File: config.mk
export PLATFORM = sky130hd
export DESIGN_NAME = uart_tx_fifo_flat
export DESIGN_NICKNAME = d
export VERILOG_FILES = /design/src/rtl/uart_pkg.sv /design/src/rtl/uart_tx_fifo_if.sv /design/src/rtl/sync_fifo_mem.sv /design/src/rtl/uart_tx_fifo.sv /design/src/flat_wrapper.sv
export SDC_FILE = /design/constraint.sdc
export NUM_CORES = 1
export LEC_CHECK = 0
export CAP_MARGIN = 40
export CORE_MARGIN = 2
export CORE_UTILIZATION = 54
export CTS_CLUSTER_SIZE = 40
export DETAILED_ROUTE_END_ITERATION = 8
export GPL_TIMING_DRIVEN = 0
export HOLD_SLACK_MARGIN = 0.1
export PLACE_DENSITY = 0.76
export SLEW_MARGIN = 20
export SYNTH_ARGS = -nofsm -noshare
export SYNTH_HDL_FRONTEND = slang
export SYNTH_HIERARCHICAL = 1
export SYNTH_SLANG_ARGS = --single-unit
File: constraint.sdc
create_clock -name clk -period 2.7 [get_ports clk]
set_input_delay 0.405 -clock clk [delete_from_list [all_inputs] [get_ports clk]]
set_output_delay 0.405 -clock clk [all_outputs]
set_load 0.05 [all_outputs]
File: src/rtl/uart_pkg.sv
// Shared UART constants: drain FSM encodings and default FIFO depth.
// uart_tx keeps its own state constants alongside these.
package uart_pkg;
    localparam int UART_FIFO_DEPTH_DEF = 16;

    typedef enum logic [1:0] {
        S_DRN_IDLE  = 2'd0,
        S_DRN_ISSUE = 2'd1,
        S_DRN_WAIT  = 2'd2
    } drn_state_t;
endpackage

File: src/rtl/uart_tx_fifo_if.sv
// Core write path plus uart_tx handshake for uart_tx_fifo.
// The slave modport is the FIFO; the master modport is the core/uart_tx side.
interface uart_tx_fifo_if
    import uart_pkg::*;
#(
    parameter int DEPTH = UART_FIFO_DEPTH_DEF
);
    localparam int AW = $clog2(DEPTH);

    logic          wr_en;
    logic [7:0]    wr_data;
    logic          full;
    logic          empty;
    logic [AW:0]   level;
    logic          overflow;
    logic          ovf_clr;
    logic          busy;
    logic [7:0]    tx_data;
    logic          tx_valid;
    logic          tx_ready;

    modport slave (
        input  wr_en, wr_data, ovf_clr, tx_ready,
        output full, empty, level, overflow, busy, tx_data, tx_valid
    );

    modport master (
        output wr_en, wr_data, ovf_clr, tx_ready,
        input  full, empty, level, overflow, busy, tx_data, tx_valid
    );
endinterface

File: src/rtl/sync_fifo_mem.sv
// DEPTH x 8 storage for uart_tx_fifo: one synchronous write port, one async read port.
// Contents are deliberately not reset.
module sync_fifo_mem #(
    parameter int DEPTH = 16,
    parameter int AW    = 4
) (
    input  logic          clk,
    input  logic          we,
    input  logic [AW-1:0] waddr,
    input  logic [7:0]    wdata,
    input  logic [AW-1:0] raddr,
    output logic [7:0]    rdata
);
    logic [7:0] mem [DEPTH];

    always_ff @(posedge clk) begin
        if (we) begin
            mem[waddr] <= wdata;
        end
    end

    assign rdata = mem[raddr];
endmodule

File: src/rtl/uart_tx_fifo.sv
// Byte FIFO between the core write path and uart_tx; issues one byte per uart_tx ready period.
//
// state        | meaning
// S_DRN_IDLE   | wait for tx_ready with data queued, then pop and pulse tx_valid
// S_DRN_ISSUE  | tx_valid high for this single cycle
// S_DRN_WAIT   | wait for uart_tx to drop tx_ready (byte taken)
module uart_tx_fifo
    import uart_pkg::*;
#(
    parameter int DEPTH = UART_FIFO_DEPTH_DEF
) (
    input logic           clk,
    input logic           rst,
    uart_tx_fifo_if.slave bus
);
    localparam int AW = $clog2(DEPTH);

    logic [AW-1:0] wptr;
    logic [AW-1:0] rptr;
    logic [AW:0]   level;
    logic          overflow;
    logic [7:0]    tx_data;
    logic          tx_valid;
    logic [7:0]    rd_data;
    drn_state_t    state;
    drn_state_t    state_nxt;
    logic          full;
    logic          empty;
    logic          push;
    logic          drop;
    logic          pop;

    // full is taken from the registered level, so a write alongside a pop while full is dropped
    assign full  = (level == (AW+1)'(DEPTH));
    assign empty = (level == '0);
    assign push  = bus.wr_en && !full;
    assign drop  = bus.wr_en && full;

    sync_fifo_mem #(.DEPTH(DEPTH), .AW(AW)) u_mem (
        .clk   (clk),
        .we    (push),
        .waddr (wptr),
        .wdata (bus.wr_data),
        .raddr (rptr),
        .rdata (rd_data)
    );

    always_comb begin
        state_nxt = state;
        pop       = 1'b0;
        case (state)
            S_DRN_IDLE: begin
                if (bus.tx_ready && !empty) begin
                    pop       = 1'b1;
                    state_nxt = S_DRN_ISSUE;
                end
            end
            S_DRN_ISSUE: state_nxt = S_DRN_WAIT;
            // only a falling tx_ready matters here; a brief high is ignored
            S_DRN_WAIT: begin
                if (!bus.tx_ready) begin
                    state_nxt = S_DRN_IDLE;
                end
            end
            default: state_nxt = S_DRN_IDLE;
        endcase
    end

    always_ff @(posedge clk) begin
        if (rst) begin
            state    <= S_DRN_IDLE;
            wptr     <= '0;
            rptr     <= '0;
            level    <= '0;
            overflow <= 1'b0;
            tx_valid <= 1'b0;
            tx_data  <= 8'h00;
        end else begin
            state    <= state_nxt;
            tx_valid <= pop;
            if (pop) begin
                tx_data <= rd_data;
                rptr    <= rptr + AW'(1);
            end
            if (push) begin
                wptr <= wptr + AW'(1);
            end
            case ({push, pop})
                2'b10:   level <= level + (AW+1)'(1);
                2'b01:   level <= level - (AW+1)'(1);
                default: level <= level;
            endcase
            if (drop) begin
                overflow <= 1'b1;
            end else if (bus.ovf_clr) begin
                overflow <= 1'b0;
            end
        end
    end

    assign bus.full     = full;
    assign bus.empty    = empty;
    assign bus.level    = level;
    assign bus.overflow = overflow;
    assign bus.busy     = !empty || (state != S_DRN_IDLE);
    assign bus.tx_data  = tx_data;
    assign bus.tx_valid = tx_valid;
endmodule

File: src/flat_wrapper.sv
// flat-port wrapper written by rule: the top's interface ports become plain ports
module uart_tx_fifo_flat import uart_pkg::*;
#(
    parameter int DEPTH = UART_FIFO_DEPTH_DEF
)
  (clk, rst, bus_wr_en, bus_wr_data, bus_ovf_clr, bus_tx_ready, bus_full, bus_empty, bus_level, bus_overflow, bus_busy, bus_tx_data, bus_tx_valid);
  uart_tx_fifo_if #(.DEPTH(DEPTH)) bus_i ();
  input logic clk;
  input logic rst;
  input wire logic [$bits(bus_i.wr_en)-1:0] bus_wr_en;
  input wire logic [$bits(bus_i.wr_data)-1:0] bus_wr_data;
  input wire logic [$bits(bus_i.ovf_clr)-1:0] bus_ovf_clr;
  input wire logic [$bits(bus_i.tx_ready)-1:0] bus_tx_ready;
  output wire logic [$bits(bus_i.full)-1:0] bus_full;
  output wire logic [$bits(bus_i.empty)-1:0] bus_empty;
  output wire logic [$bits(bus_i.level)-1:0] bus_level;
  output wire logic [$bits(bus_i.overflow)-1:0] bus_overflow;
  output wire logic [$bits(bus_i.busy)-1:0] bus_busy;
  output wire logic [$bits(bus_i.tx_data)-1:0] bus_tx_data;
  output wire logic [$bits(bus_i.tx_valid)-1:0] bus_tx_valid;
  assign bus_i.wr_en = bus_wr_en;
  assign bus_i.wr_data = bus_wr_data;
  assign bus_i.ovf_clr = bus_ovf_clr;
  assign bus_i.tx_ready = bus_tx_ready;
  assign bus_full = bus_i.full;
  assign bus_empty = bus_i.empty;
  assign bus_level = bus_i.level;
  assign bus_overflow = bus_i.overflow;
  assign bus_busy = bus_i.busy;
  assign bus_tx_data = bus_i.tx_data;
  assign bus_tx_valid = bus_i.tx_valid;
  uart_tx_fifo #(.DEPTH(DEPTH)) u_core (.clk(clk), .rst(rst), .bus(bus_i));
endmodule
# Word-level counts from Yosys, hierarchy flattened
# Memory sizes are Yosys's and may differ from the RTL's. A register that Yosys moved wholly into a read port is not among the register bits.
# Index checks and enable logic that the tools add are counted.
totals:
  regBits: 17
  latch_bits: 0
  ram_bits: 128
  mem_bits_ro: 0
  inputBits: 13
  word_cells: 40
  mem_count: 1
op_classes:
  n_addsub: 4
  n_mul: 0
  div_mod_pow: 0
  order_cmp: 0
  eq_ne: 7
  shifts: 0
  muxes: 10
  bitwise: 0
  reduce_logical: 12
mem_list:
  columns: ["memory", "depth", "word_bits", "read_ports", "rd_clocked_by_memory_dff", "wr", "line", "rtl"]
  rows:
  - ["u_core.u_mem.mem", 16, 8, 1, 1, 1, "sync_fifo_mem.sv:14", "logic [7:0] mem [DEPTH];"]
ops:
  columns: ["op", "count"]
  rows:
  - ["case mux 5 bit (2 select lines)", 1]
  - ["adder 4 x 1 -> 4 bit, second input constant", 2]
  - ["2-to-1 mux 1 bit", 6]
  - ["case mux 2 bit (3 select lines)", 1]
  - ["nonzero test 2 bit", 3]
  - ["adder 5 x 1 -> 5 bit, second input constant", 1]
  - ["equality test 5 bit, second input constant", 1]
  - ["zero test 5 bit", 1]
  - ["subtractor 5 x 1 -> 5 bit, second input constant", 1]
  - ["equality test 2 x 1 -> 1 bit, second input constant", 2]
  - ["equality test 2 bit, second input constant", 2]
  - ["2-to-1 mux 2 bit", 2]
  - ["logical AND 1 bit", 3]
  - ["zero test 1 bit", 2]
  - ["zero test 2 bit", 1]
  - ["inequality test 2 x 1 -> 1 bit, second input constant", 1]
  - ["inequality test 2 bit, second input constant", 1]
  - ["AND reduction 2 bit", 1]
  - ["logical OR 1 bit", 1]

# Longest topological paths before layout
depth:
  word_depth: 7
  mapped_depth: 10

# By module
# Netlist, hierarchy kept.
by_module_without_submodules:
  columns: ["mod", "instances", "cells_each", "area_per_inst_um2"]
  rows:
  - ["sync_fifo_mem", 1, 221, 4987.3]
  - ["uart_tx_fifo", 1, 120, 1134.8]

# Worst setup path before layout
# OpenSTA, ideal clock, no wires.
synth_path:
  kind: "register to register"
  startpoint: "reg u_core.level[0], in the netlist u_core/bus.level[0]"
  endpoint: "reg u_core.level[4], in the netlist u_core/bus.level[4]"
  arrival_time_ns: 2.956
  t_required_ns: 2.630
  path_slack_ns: -0.326
  stages_incl_launch_ff: 11
  path_buffers: 1
  synth_period_minus_slack_ns: 3.026
  cell_sequence: "dfxtp_1 or4_4 o21ai_4 buf_6 inv_2 ha_1 fa_1 nand3_1 a21oi_1 or4_1 a21oi_1"
synth_between:
  elab_chain_cells: 7
  word_cells_on_any_way: 14
synth_lines:
  columns: ["item", "line", "rtl"]
  rows:
  - ["start, declared", "uart_tx_fifo.sv:20", "logic [AW:0] level;"]
  - ["start signal, assigned", "uart_tx_fifo.sv:89", "2'b10: level <= level + (AW+1)'(1);"]
  - ["start signal, assigned", "uart_tx_fifo.sv:90", "2'b01: level <= level - (AW+1)'(1);"]
  - ["start signal, assigned", "uart_tx_fifo.sv:91", "default: level <= level;"]
  - ["zero test 5 bit *", "uart_tx_fifo.sv:35", "assign empty = (level == '0);"]
  - ["zero test 1 bit *", "uart_tx_fifo.sv:53", "if (bus.tx_ready && !empty) begin"]
  - ["logical AND 1 bit *", "uart_tx_fifo.sv:53", null]
  - ["2-to-1 mux 1 bit *", "uart_tx_fifo.sv:53", null]
  - ["2-to-1 mux 1 bit *", "uart_tx_fifo.sv:51", "case (state)"]
  - ["named net u_core.pop", "uart_tx_fifo.sv:31", "logic pop;"]
  - ["equality test 2 x 1 -> 1 bit or equality test 2 bit (tied branches)", "uart_tx_fifo.sv:88", "case ({push, pop})"]
  - ["case mux 5 bit (2 select lines) or nonzero test 2 bit (tied branches)", null, null]
# The timed path passes the listed nets; every way through them passes the cells marked *.
# A chain may end at the register's enable or synchronous reset.

# Worst setup path after layout
layout_path:
  startpoint: "reg u_core.level[4], in the netlist u_core/bus.level[4]"
  endpoint: "reg u_core.level[4], in the netlist u_core/bus.level[4]"
layout_between:
  word_cells_on_any_way: 14
layout_rtl:
  columns: ["item", "line", "rtl"]
  rows:
  - ["equality test 5 bit *", "uart_tx_fifo.sv:34", "assign full = (level == (AW+1)'(DEPTH));"]
  - ["zero test 1 bit *", "uart_tx_fifo.sv:36", "assign push = bus.wr_en && !full;"]
  - ["logical AND 1 bit *", "uart_tx_fifo.sv:36", null]
  - ["named net u_core.push", "uart_tx_fifo.sv:29", "logic push;"]
  - ["equality test 2 x 1 -> 1 bit or equality test 2 bit (tied branches)", "uart_tx_fifo.sv:88", null]
  - ["case mux 5 bit (2 select lines) or nonzero test 2 bit (tied branches)", null, null]
# Marked as above.

==> reports/metrics.cfg <==
[detailed_routing]
routed_via_density = 6.01
top_layer = met4
met3_length_microns = 741
dr.pass1.iters = 5
ant_nets = 0
routed-via-count = 3299
met1Wirelength_microns = 4950
wire_per_inst_microns = 22.2
drc_errors = 0
met2_length_microns = 6370
drt_first_iter_violations = 507
routed_wl_microns = 12200

[cells_and_area]
stdcell_count = 549
fillCellCount = 724
multi_input_area_sq_um = 1750
drive_gt1_frac = 0.222
postLayoutCoreUtil = 0.669
diodes = 0
final_cell_area_sq_um = 7320
seq_area_sq_um = 4350
syn2layout_area_growth_pct = 19.5
fin_nets = 417

[synthesis]
synth_adder_area_share = 0.0155
post-synth-top-count-cell = edfxtp_1
synth_common_cells = edfxtp_1, nor2_1, dfxtp_1
synthDistinctLibCells = 41
postSynthCellCount = 341
ys_seq_area_frac = 0.710
netlist_area_sq_um = 6120
yosys_warnings = 6
synthMuxAreaShare = 0.146
synthTopCellsByArea = edfxtp_1, dfxtp_1, mux4_2
syn_area_per_cell_sq_um = 18.0
synth_simple_gate_area_frac = 0.0599
synth-async-reset-ratio = 0
synth_compound_area_frac = 0.0354
yosys.area.top_type = edfxtp_1
synth-edff-count = 128
synth_top_family_by_area = multiplexers
synth-xor-area-share = 0.0114
ys_dominant_reg_cell = edfxtp_1
yosys_register_bits = 153
synth.top_cell.area_share = 0.628
synthesis.nets = 361

[power]
p_leak_nw = 2.49
cellPowerDensity_nw_per_um2 = 983
ir_worst_vdd_mv = 0.784

[grt]
grt_pass1_vias = 3201
overflow = 0
grt_usage = 0.206
grt_max_degree = 17
antenna_found_initial = 0
grt_pass1_wl_microns = 18600

[placement]
gp_congestion = 0.739
place_hpwl_microns = 7620
io_buffer_count = 29
placed_area_sq_um = 6670
place_inst = 510

[critical_path]
worstPathRequired_ns = 3.05
cpMostUsedCell = a21oi_2
cp_max_fo = 10
r2r_slack_ns = -0.04
cp.arrival_ns = 3.09
end_kind = flop
critPathMaxStageDelay_ns = 0.55
crit_type = flop to flop
cp_num_buf_inv = 2
crit_family = compound AO/OA/AOI/OAI gates
start_kind = flop
cpMaxStageDelayCell = a21oi_2
path_cells = clkbuf_1 -> a21oi_2 -> inv_1 -> ha_4 -> ha_4 -> a21oi_2 -> and3_4 -> or4_4 -> a21oi_2

[timing]
tns_ns = -0.0351
finalHoldViolCount = 0
rsz0062_at_grt = yes
fin_hold_ws_ns = 0.371
skew_ns = 0.00993
fmax_mhz = 366
finalCritPeriodShare = 1.01
relSlewSlack = 0.439
setup_violations = 1
worstMarginPinSlew_ns = 0.838
maxSlewViolCount = 0
fin_crit_ns = 2.74
setup_slack_ns = -0.0351

[outcome]
status = complete, but fails checks
violations = setup timing

[clocking]
cts_made_buffers = 17
cts_num_sinks = 153
cts_hold_buffers = 0
cts.path.max_buffers = 2
clk_latency_ns = 0.42
h-tree-depth = 4
tritoncts = built
clk_pin_slew_ns = 0.06
ctsRootBufferMaster = clkbuf_16

[floorplan]
num_rows = 38
die_area_sq_um = 12200
pin_count = 31
core-area_sq_um = 10900
die_y_microns = 110
die_x_microns = 110
start_util = 0.560

[worst_hold_path]
min-delay-path-class = primary input to flop

[flow_run]
drv_cap = 0

[path summary, 6_finish.rpt]
path / from / cells after the start / end
worst max-delay path: u_core/bus.level[4] / 9 / u_core/bus.level[4]
worst min-delay path: rst / 2 / u_core/bus.level[0]
worst max register to register: u_core/bus.level[4] / 9 / u_core/bus.level[4]
worst min register to register: u_core/bus.tx_data[0] / 2 / u_core/bus.tx_data[0]
[what timing repair did]
action,in CTS,in global routing
gates resized for setup,5,7
endpoints found under the setup margin,36,11
pin swaps,1,9
setup buffers,1,5
[layer usage]
| layer | vias to the layer above | global-route usage |
|---|---|---|
| li1 | 1474 | - |
| met1 | 1676 | 0.282 |
| met2 | 131 | 0.336 |
| met3 | 18 | 0.0516 |
| met4 | 0 | 0.0542 |
| met5 | - | 0 |
[cells in the final DEF, fill, tap and decap left out, drive strengths merged, types with 2 or more instances in the layout]
cell type and n:
buf 16, clkinvlp 2, a21oi 7, dfxtp 25
nor3 4, nand2 12, edfxtp 128, mux4 32
dlygate4sd2 2, clkbuf 22, xor2 4, or4 2
nor2 40, clkdlybuf4s25 3, mux2i 11, o211ai 2
a22oi 16, a211oi 2, inv 9, nand2b 2
nor2b 2, clkdlybuf4s50 26, ha 6, nand3b 2
and2 2, nor4 2, nand3 3, xnor2 4
clkinv 7, and3 2
[cells by family (layout without fill, tap and decap cells)]
logic type      after synthesis  count (layout)
compound gates               30              30
mux                          44              44
buf+inv                      21              89
fa+ha+maj                     7               7
flops                       153             153
xor+xnor                      8               8
simple gates                 78              78
[flip-flops by register name, summed over array words and instances, names as in the netlist]
name / cells
u_core/u_mem/mem: 128
u_core/bus.tx_data: 8
u_core/bus.level: 5
u_core/rptr: 4
u_core/wptr: 4
u_core/state: 2
u_core/bus.overflow: 1
u_core/bus.tx_valid: 1
[report_power, final]
part	internal, mW	total, mW	switching, mW
Sequential	2.72	2.85	0.132
Clock	1.27	2.19	0.928
Combinational	0.947	2.15	1.20
Total	4.93	7.19	2.26
[per-stage QoR]
stage / setup slack, ns / power, mW
2_1_floorplan: -0.0519 / 4.35
3_3_place_gp: -0.860 / 4.88
3_5_place_dp: -0.521 / 4.92
4_1_cts: -0.0501 / 7.13
5_1_grt: -0.117 / 7.46
6_report: -0.0351 / 7.19
[layout make-up]
class	count	share of cell area
plain buffers	16	0.0164
repair buffers	37	0.0479
clock inverters	14	0.0171
inverters	5	0.00256
well taps	140	0.0239
flip-flops and latches	153	0.595
clock buffers	17	0.0581
multi-input cells	167	0.239
(Power assumes the default switching activity.)
